## src/rtl/rw_port_arbiter.sv

```systemverilog
// Two-master arbiter for the shared rw load/store port; grant is combinational and ownership
// is held across stalled transactions (and by M1 while m1_lock is high).
module rw_port_arbiter #(
  parameter int PRIORITY_MODE = 0,
  parameter int STARVE_LIMIT  = 16
) (
  input  logic        clk,
  input  logic        reset_n,
  input  logic [29:0] m0_address,
  input  logic [3:0]  m0_byte_mask,
  input  logic        m0_read_not_write,
  input  logic        m0_active,
  input  logic [31:0] m0_data_in,
  output logic [31:0] m0_data_out,
  output logic        m0_address_valid,
  output logic        m0_wait,
  input  logic [29:0] m1_address,
  input  logic [3:0]  m1_byte_mask,
  input  logic        m1_read_not_write,
  input  logic        m1_active,
  input  logic [31:0] m1_data_in,
  output logic [31:0] m1_data_out,
  output logic        m1_address_valid,
  output logic        m1_wait,
  input  logic        m1_lock,
  output logic [29:0] ds_address,
  output logic [3:0]  ds_byte_mask,
  output logic        ds_read_not_write,
  output logic        ds_active,
  output logic [31:0] ds_data_in,
  input  logic [31:0] ds_data_out,
  input  logic        ds_address_valid,
  input  logic        ds_wait
);

  typedef enum logic [1:0] {OWN_NONE = 2'd0, OWN_M0 = 2'd1, OWN_M1 = 2'd2} owner_e;

  localparam logic [7:0] STARVE_LIM8 = STARVE_LIMIT[7:0];

  owner_e      owner_q, owner_d, grant;
  logic        rr_last_m1_q, rr_last_m1_d;
  logic [7:0]  starve_cnt_q, starve_cnt_d;
  logic        g_active;
  logic        complete;

  always_comb begin
    grant = owner_q;
    if (owner_q == OWN_NONE) begin
      if (m0_active && m1_active) begin
        if (PRIORITY_MODE == 0) grant = rr_last_m1_q ? OWN_M0 : OWN_M1;
        else                    grant = (starve_cnt_q >= STARVE_LIM8) ? OWN_M1 : OWN_M0;
      end else if (m0_active) begin
        grant = OWN_M0;
      end else if (m1_active) begin
        grant = OWN_M1;
      end else begin
        grant = OWN_NONE;
      end
    end
  end

  // Idle bus drives a harmless read of address 0; a refused master simply sees wait.
  always_comb begin
    ds_address        = '0;
    ds_byte_mask      = '0;
    ds_read_not_write = 1'b1;
    ds_active         = 1'b0;
    ds_data_in        = '0;
    m0_data_out       = '0;
    m0_address_valid  = 1'b0;
    m0_wait           = m0_active;
    m1_data_out       = '0;
    m1_address_valid  = 1'b0;
    m1_wait           = m1_active;
    g_active          = 1'b0;
    case (grant)
      OWN_M0: begin
        ds_address        = m0_address;
        ds_byte_mask      = m0_byte_mask;
        ds_read_not_write = m0_read_not_write;
        ds_active         = m0_active;
        ds_data_in        = m0_data_in;
        m0_data_out       = ds_data_out;
        m0_address_valid  = ds_address_valid;
        m0_wait           = ds_wait;
        g_active          = m0_active;
      end
      OWN_M1: begin
        ds_address        = m1_address;
        ds_byte_mask      = m1_byte_mask;
        ds_read_not_write = m1_read_not_write;
        ds_active         = m1_active;
        ds_data_in        = m1_data_in;
        m1_data_out       = ds_data_out;
        m1_address_valid  = ds_address_valid;
        m1_wait           = ds_wait;
        g_active          = m1_active;
      end
      default: ;
    endcase
  end

  assign complete = g_active && !ds_wait;

  always_comb begin
    owner_d      = OWN_NONE;
    rr_last_m1_d = rr_last_m1_q;
    starve_cnt_d = starve_cnt_q;
    // A stall claims the port; otherwise only a held M1 lock keeps it.
    if (grant != OWN_NONE) begin
      if (g_active && ds_wait)                  owner_d = grant;
      else if ((grant == OWN_M1) && m1_lock)    owner_d = OWN_M1;
    end
    if (complete) rr_last_m1_d = (grant == OWN_M1);
    if (!m1_active || (complete && (grant == OWN_M1))) begin
      starve_cnt_d = '0;
    end else if ((grant != OWN_M1) && (starve_cnt_q != 8'hFF)) begin
      starve_cnt_d = starve_cnt_q + 8'd1;
    end
  end

  always_ff @(posedge clk or negedge reset_n) begin
    if (!reset_n) begin
      owner_q      <= OWN_NONE;
      rr_last_m1_q <= 1'b1;
      starve_cnt_q <= '0;
    end else begin
      owner_q      <= owner_d;
      rr_last_m1_q <= rr_last_m1_d;
      starve_cnt_q <= starve_cnt_d;
    end
  end

endmodule

```

## config.mk

```make
export PLATFORM = sky130hd
export DESIGN_NAME = rw_port_arbiter
export DESIGN_NICKNAME = d
export VERILOG_FILES = /design/src/rtl/rw_port_arbiter.sv
export SDC_FILE = /design/constraint.sdc
export NUM_CORES = 1
export LEC_CHECK = 0
export ABC_AREA = 1
export CORE_AREA = 10 10 112 114
export CTS_CLUSTER_SIZE = 28
export DETAILED_ROUTE_END_ITERATION = 8
export DIE_AREA = 0 0 122 124
export GPL_TIMING_DRIVEN = 0
export PLACE_DENSITY = 0.78
export SLEW_MARGIN = 20
export SYNTH_ARGS = -nofsm -noshare
export SYNTH_HDL_FRONTEND = slang
export SYNTH_SLANG_ARGS = --single-unit
```

## constraint.sdc

```tcl
create_clock -name clk -period 2 [get_ports clk]
set_input_delay 0.5 -clock clk [delete_from_list [all_inputs] [get_ports clk]]
set_output_delay 0.5 -clock clk [all_outputs]
set_load 0.03 [all_outputs]
```

Yosys cells after proc, flatten, opt, wreduce, memory -nomap -nowiden
Cells that the tools add are included.
Word-level totals
  output and inout port bits: 136
  bits of input ports: 173
  register bits after elaboration: 3
Cells by class
  reductions and logical operators: 7
  multiplexer cells: 19
  equal/unequal tests: 2
Operators by type and width (count)
  32-bit two-way mux: 2
  32-bit case mux with 2 select lines: 1
  30-bit case mux with 2 select lines: 1
  2-bit two-way mux: 8
  4-bit case mux with 2 select lines: 1
  1-bit logical AND: 4
  1-bit two-way mux: 4
  1-bit case mux with 2 select lines: 2
  2-bit by 1-bit == test with 1-bit output (second input constant): 1
  2-bit == test (second input constant): 1
  2-bit logical NOT: 1
  2-bit nonzero test: 1
  1-bit logical NOT: 1

Depth between registers and ports, before layout
Gate-level depths: netlist of the first run.
  word-level depth: 9
  mapped depth: 13

Worst setup path after synthesis of the first run
No wires, ideal clock.
  path type: register to output
  start: register rr_last_m1_q
  end: output port ds_address[0]
  cell stages (with the launch flop): 10
  data required time: 1.500 ns
  setup slack: -0.407 ns
  arrival time: 1.907 ns
  path buffers: 2
  cells stage by stage: dfstp_2 > inv_1 > nand2_1 > nand3_1 > nand2_1 > inv_1 > ha_1 > buf_2 > buf_2 > a21oi_1
On the way
  cells in the longest elaborated chain, start to end: 5
  elaborated cells between the ends (all ways): 6
  classes of those cells: 2 x eq/ne; 4 x mux
Ends and longest elaborated chain
  from (decl): RTL line 41  | logic rr_last_m1_q, rr_last_m1_d;
  from (signal assigned): RTL line 129  | rr_last_m1_q <= rr_last_m1_d;
  2-bit two-way mux *: RTL line 50  | if (PRIORITY_MODE == 0) grant = rr_last_m1_q ? OWN_M0 : OWN_M1;
  2-bit two-way mux *: RTL line 49  | if (m0_active && m1_active) begin
  2-bit two-way mux *: RTL line 48  | if (owner_q == OWN_NONE) begin
  2-bit == test or 2-bit by 1-bit == test with 1-bit output (tied branches): RTL line 76  | case (grant)
  30-bit case mux with 2 select lines *: RTL line 76
  to (decl): RTL line 26  | output logic [29:0] ds_address,
Mark *: on every way between the ends. The rest lies on a longest branch, timed or not.

Worst setup path in the final report of the first run
  start: register rr_last_m1_q
  end: output port ds_data_in[27]
On the way
  cells in the longest elaborated chain, start to end: 5
  elaborated cells between the ends (all ways): 6
  classes of those cells: 2 x eq/ne; 4 x mux
Ends and longest elaborated chain
  2-bit two-way mux *: RTL line 50
  2-bit two-way mux *: RTL line 49
  2-bit two-way mux *: RTL line 48
  2-bit == test or 2-bit by 1-bit == test with 1-bit output (tied branches): RTL line 76
  32-bit case mux with 2 select lines *: RTL line 76
  to (decl): RTL line 30  | output logic [31:0] ds_data_in,
Marked as above.

==> metrics.yaml, run 1 <==
outcome: "finished, violations left"
violations: "negative setup slack"
max_stage_delay_ps: 530
ant_nets: 0
hold_viol_final: 0
p_sw_mw: 4.148
cts_buffer_depth: 2
p_comb_frac: 0.965
cts.sinks: 3
crit_path_top_delay_cell: "dfstp_2"
slew_violations: 0
synth_area_leaders: "nand2_1, a21oi_1, inv_1"
grt_start_max_net_pins: 11
overflow: 0
cap_violations: 0
fp.dieH_um: 124
finalNonFillerCells: 876
synth-seq-cells: 3
cts_max_level: 1
clk_pin_slew_worst_paths_ps: 30
leakage_nw: 3.467
synth_ff_type: "dfrtp_1"
clock_latency_ps: 220
grt_pass1_vias: 3929
nFillCells: 697
wirelength_um: 17400
drive_gt1_frac: 0.6184
postSynthAreaPerCell_um2: 4.448
setup-tns-final_ps: -48620
fin_hold_ws_ps: 459.3
setup_ws_ps: -426.1
sw_frac_of_total: 0.5208
worstSetupPathType: "reg -> out"
die_x_um: 122
syn_to_final_growth_pct: 320.3
grt_first_pass_wirelength_um: 21740
powerDensity_mw_per_mm2: 1065
dr.pass1.iters: 4
yosysMostFrequentCell: "nand2_1"
vias: 3907
crit-reg2reg-launch: "rr_last_m1_q"
antenna_found_initial: 1
cts_tree: "yes"
met3_length_um: 1558
synth_commonest_cells: "nand2_1, inv_1, a21oi_1"
power_frac_clock: 0.023
startpoint_type: "flip-flop"
die-area_mm2: 0.01513
synth_top_cell_by_area: "nand2_1"
power_mw: 7.964
p_int_mw: 3.816
timing.slew.headroom: 0.8055
drt_iter0_drc: 132
fin_skew_ps: 2.270
period_share: 1.213
ys_seq_area_frac: 0.04290
pwr-share-seq: 0.011
grt_setup_unrepaired: "true"
holdBufCountCts: 0
hp-class: "in -> async"
crit_fanout: 10
avgViaCountPerCell: 4.460
initial_utilization: 0.1739
gp_congestion: 0.8716
vdd_drop_max_mv: 0.8349
tightest_slew_ps: 291.8
ys_warn_count: 0
synthArstFlopShare: 1.000
nets: 916
synth_area_mm2: 0.001779
synth_cell_types: 15
synth_edf_count: 0
numCtsBuffers: 3
layout_min_cycle_time_ps: 2426
coreArea_mm2: 0.01023
drcViolationCount: 0
post-place-cells: 844
dp_hpwl_um: 13040
core.rowCount: 37
top_layer_used: "met4"
m1WireLength_um: 5900
startpoint: "rr_last_m1_q"
root_buffer: "clkbuf_8"
io_buffer_count: 308
synthesis.nets: 576
finalSetupViolations: 136
crit_arrival_ps: 1930
track_usage: 0.1793
dr_wl_met2_um: 9666
wl_per_cell_um: 19.86
crit_chain: "inv_2, nand2_2, nand3_2, nand2_4, inv_4, ha_4, buf_12, buf_16, a21oi_4, buf_6"
end_kind: "primary output"
max_freq_mhz: 412.2
num_io_pins: 309
required_ps: 1500
syn_inst: 400
synth_top_area_share: 0.4494
repair_timing:
item / 4_1_cts / 5_1_grt
gates cloned: 1 / 19
resized for setup: 925 / 247
buffers inserted: 5 / 4
endpoints found under the setup margin: 136 / 136
pin swaps: 1 / 14
state kept, by name (all words and copies together) (netlist names):
register / cells
owner_q: 2
rr_last_m1_q: 1
layer usage:
layer,global-route usage,up-vias
li1,-,1873
met1,0.1776,1802
met3,0.05792,16
met4,0.02385,0
met5,0,-
met2,0.3604,216
final cells by class:
type | instances | area (µm²) | share of cell area
sequential | 3 | 76.32 | 0.01021
antenna | 1 | 2.502 | 0.0003347
timing repair buffer | 337 | 3802 | 0.5085
tap | 136 | 170.2 | 0.02276
inverter | 74 | 282.8 | 0.03782
multi-input combinational | 293 | 2596 | 0.3472
clock buffer | 4 | 45.04 | 0.006024
buffer | 28 | 501.7 | 0.06710
worst paths after layout:
kind | end | slack, ps | cells past startpoint
max | ds_data_in[27] | -430 | 10
min | owner_q[1] | 460 | 1
max reg2reg | owner_q[1] | 280 | 13
min reg2reg | rr_last_m1_q | 530 | 2
max in group asynchronous | rr_last_m1_q | 1320 | 1
min in group clk | rr_last_m1_q | 530 | 2
cell families after synthesis:
| logic type | after synthesis | synth area share |
|---|---|---|
| AND/OR/NAND/NOR | 221 | 0.4691 |
| flip-flops | 3 | 0.04290 |
| adder cells (fa/ha/maj) | 3 | 0.02110 |
| buffers and inverters | 104 | 0.2658 |
| AO/OA/AOI/OAI | 67 | 0.1885 |
| multiplexers | 2 | 0.01266 |
power by group through the flow:
| stage | Clock [mW] | Sequential (mW) | Combinational [mW] |
|---|---|---|---|
| detailed placement | 0 | 0.0896 | 5.86 |
| floorplan | 0 | 0.0870 | 3.85 |
| finish | 0.184 | 0.0910 | 7.69 |
| global placement | 0 | 0.0877 | 5.79 |
| CTS | 0.190 | 0.0906 | 6.33 |
| global route | 0.194 | 0.0923 | 8.04 |
critical path: cells and delay by family (launching register included):
family,cells,cell delay (ps)
buf+inv,5,550
fa+ha+maj,1,240
compound gates,1,140
simple gates,3,230
flops,1,530
per-stage QoR:
step	cell area [µm²]	utilization	setup WS (ps)
2_1_floorplan	2786	-	-42.25
3_3_place_gp	6040	0.5903	-1363
3_5_place_dp	6040	0.5903	-1416
4_1_cts	6254	0.6112	-451.5
5_1_grt	7477	0.7308	-492.6
6_report	7477	0.7308	-426.1
layout by cell type, fill, tap and decap left out:
cell,instances
o21ai_0,1
a21oi_4,66
ha_4,2
buf_6,125
buf_4,22
diode_2,1
buf_8,3
dfrtp_1,2
inv_4,2
inv_1,25
clkbuf_16,19
clkdlybuf4s50_1,170
nand2_2,89
clkbuf_1,1
nand3_1,1
buf_12,17
ha_1,1
buf_16,5
nand3_2,3
inv_2,47
nand2_4,47
nand2_1,77
mux2_4,2
nor2_1,4
clkbuf_8,4
buf_2,2
dfstp_2,1
clkbuf_4,1
(Power assumes the default switching activity.)
==> inputs of run 2 (changes only) <==
--- a/config.mk
+++ b/config.mk
@@ -16,3 +16,4 @@
 export SYNTH_ARGS = -nofsm -noshare
 export SYNTH_HDL_FRONTEND = slang
 export SYNTH_SLANG_ARGS = --single-unit
+export TNS_END_PERCENT = 30
==> run 2 against run 1 <==
Compared with the run above: the run still ends with negative setup slack left; sequential share of layout area grew 0.079 points; cell count shrank 0.91%; hold slack lost 8.0 ps; highest routed layer unchanged; die area is the same; critical path depth grew 1; global-route usage grew 0.36 points; register-to-register slack gained 60 ps; sequential power shrank 2.4%; combinational power shrank 10%; power shrank 9.7%; first-iteration DRC count shrank 33%; via count shrank 3.0%.
==> metrics.yaml, run 2 (same netlist as run 1, synthesis figures left out) <==
pwr-share-seq: 0.012
crit_path_top_delay_cell: "dfstp_2"
diodes: 0
crit_cells: 11
violations: "negative setup slack"
reg_top3: "owner_q x2, rr_last_m1_q x1"
layout_commonest_cell: "clkdlybuf4s50_1"
gp_congestion: 0.8431
crit_end: "ds_data_in[2]"
nFillCells: 765
clk_pin_slew_worst_paths_ps: 30
timing.slew.headroom: 0.7949
pre_cts_ws_ps: -1454
required_ps: 1500
crit-reg2reg-launch: "rr_last_m1_q"
final_area_mm2: 0.006943
root_buffer: "clkbuf_8"
drt_iter0_drc: 89
fin_skew_ps: 2.113
grt_setup_unrepaired: "true"
p_comb_frac: 0.961
finalSetupViolations: 136
setup-tns-final_ps: -55640
crit_family: "buffers and inverters"
wl_per_cell_um: 18.81
rr_worst_depth: 12
drcViolationCount: 0
crit_chain: "inv_2, nand2_2, nand3_2, nand2_2, buf_6, ha_4, clkbuf_16, clkbuf_16, nand2_2, a21oi_4, buf_6"
cts.sinks: 3
path_common_cell: "nand2_2"
p_sw_mw: 3.865
coreArea_mm2: 0.01023
clock_latency_ps: 230
outcome: "finished, violations left"
tightest_slew_ps: 307.7
avgViaCountPerCell: 4.364
initial_utilization: 0.1739
hold_viol_final: 0
period_share: 1.255
vias: 3788
p_int_mw: 3.326
nets: 909
grt_start_max_net_pins: 11
leakage_nw: 3.230
fp.dieH_um: 124
num_io_pins: 309
sw_frac_of_total: 0.5375
layout_common_cells: "clkdlybuf4s50_1, buf_6, nand2_1, nand2_2, inv_1"
reg2reg_setup_slack_ps: 340
path_buf_inv: 5
die_x_um: 122
hp-class: "in -> async"
track_usage: 0.1829
power_mw: 7.192
ant_nets: 0
dr.pass1.iters: 4
crit_arrival_ps: 2010
power_frac_clock: 0.026
syn_to_final_growth_pct: 290.2
place_area_mm2: 0.005991
r2r-end: "owner_q[1]"
overflow: 0
core.rowCount: 37
crit_fanout: 6
io_buffer_count: 308
cts_max_level: 1
cts_tree: "yes"
drive_gt1_frac: 0.4986
cts_buffer_depth: 2
max_freq_mhz: 398.3
largest-register: "owner_q"
cap_violations: 0
slew_violations: 0
end_kind: "primary output"
antenna_found_initial: 0
grt_pass1_vias: 3945
grt_first_pass_wirelength_um: 21840
die-area_mm2: 0.01513
max_stage_delay_ps: 520
fin_hold_ws_ps: 451.2
worstSetupPathType: "reg -> out"
vdd_drop_max_mv: 0.9067
multi_input_area_mm2: 0.002313
powerDensity_mw_per_mm2: 1036
numCtsBuffers: 3
setup_ws_ps: -510.8
dp_hpwl_um: 12930
wirelength_um: 16320
layout_min_cycle_time_ps: 2511
largest_reg_flops: 2
startpoint_type: "flip-flop"
startpoint: "rr_last_m1_q"
seq_area_um2: 76.32
## run 2: timing repair
item,CTS,global route
cloned,1,14
pin swaps,2,16
setup buffers,3,3
hold buffers,0,0
setup endpoints to repair,136,136
gates resized for setup,892,186
## run 2: layout make-up
type                       count  area share
timing repair buffer         329      0.5170
sequential                     3     0.01099
buffer                        29     0.06776
multi-input combinational    293      0.3332
inverter                      74     0.04001
tap                          136     0.02451
clock buffer                   4    0.006488
## run 2: routing by layer
metal | global-route usage | wire [µm] | vias to the layer above | share of wire
met5 | 0 | 0 | - | 0
met4 | 0.03204 | 136 | 0 | 0.0083
met3 | 0.06516 | 1461 | 9 | 0.090
met2 | 0.3705 | 9105 | 190 | 0.56
met1 | 0.1726 | 5618 | 1740 | 0.34
li1 | - | - | 1849 | -
## run 2: per-stage QoR
step / utilization / cells
floorplan: - / 400
global placement: 0.5855 / 844
detailed placement: 0.5855 / 844
CTS: 0.5966 / 852
global route: 0.6786 / 868
finish: 0.6786 / 868
## run 2: how the worst min path moves through the flow
stage / to / depth (start not counted)
2_1_floorplan: owner_q[0] / 0
3_3_place_gp: rr_last_m1_q / 2
3_5_place_dp: rr_last_m1_q / 2
4_1_cts: owner_q[1] / 1
5_1_grt: owner_q[0] / 1
6_report: owner_q[0] / 1
## run 2: power by group through the flow
stage                     clock network, mW  registers, mW  logic, mW
after floorplan                           0         0.0870       3.77
after global placement                    0         0.0874       5.71
after detailed placement                  0         0.0880       5.79
after CTS                             0.191         0.0873       6.17
after global routing                  0.198         0.0903       7.25
final                                 0.189         0.0888       6.91
## run 2: worst register-to-register path, cell delays in order, from the launching register on
cell     delay, ps
dfstp_2        520
inv_2           40
nand2_2         60
nand3_2         70
nand2_2        100
buf_6          110
ha_4           190
nand2_1         90
nand2_2         70
nand3_1        100
nand2_1         90
nand2_1         60
nor2_1          90
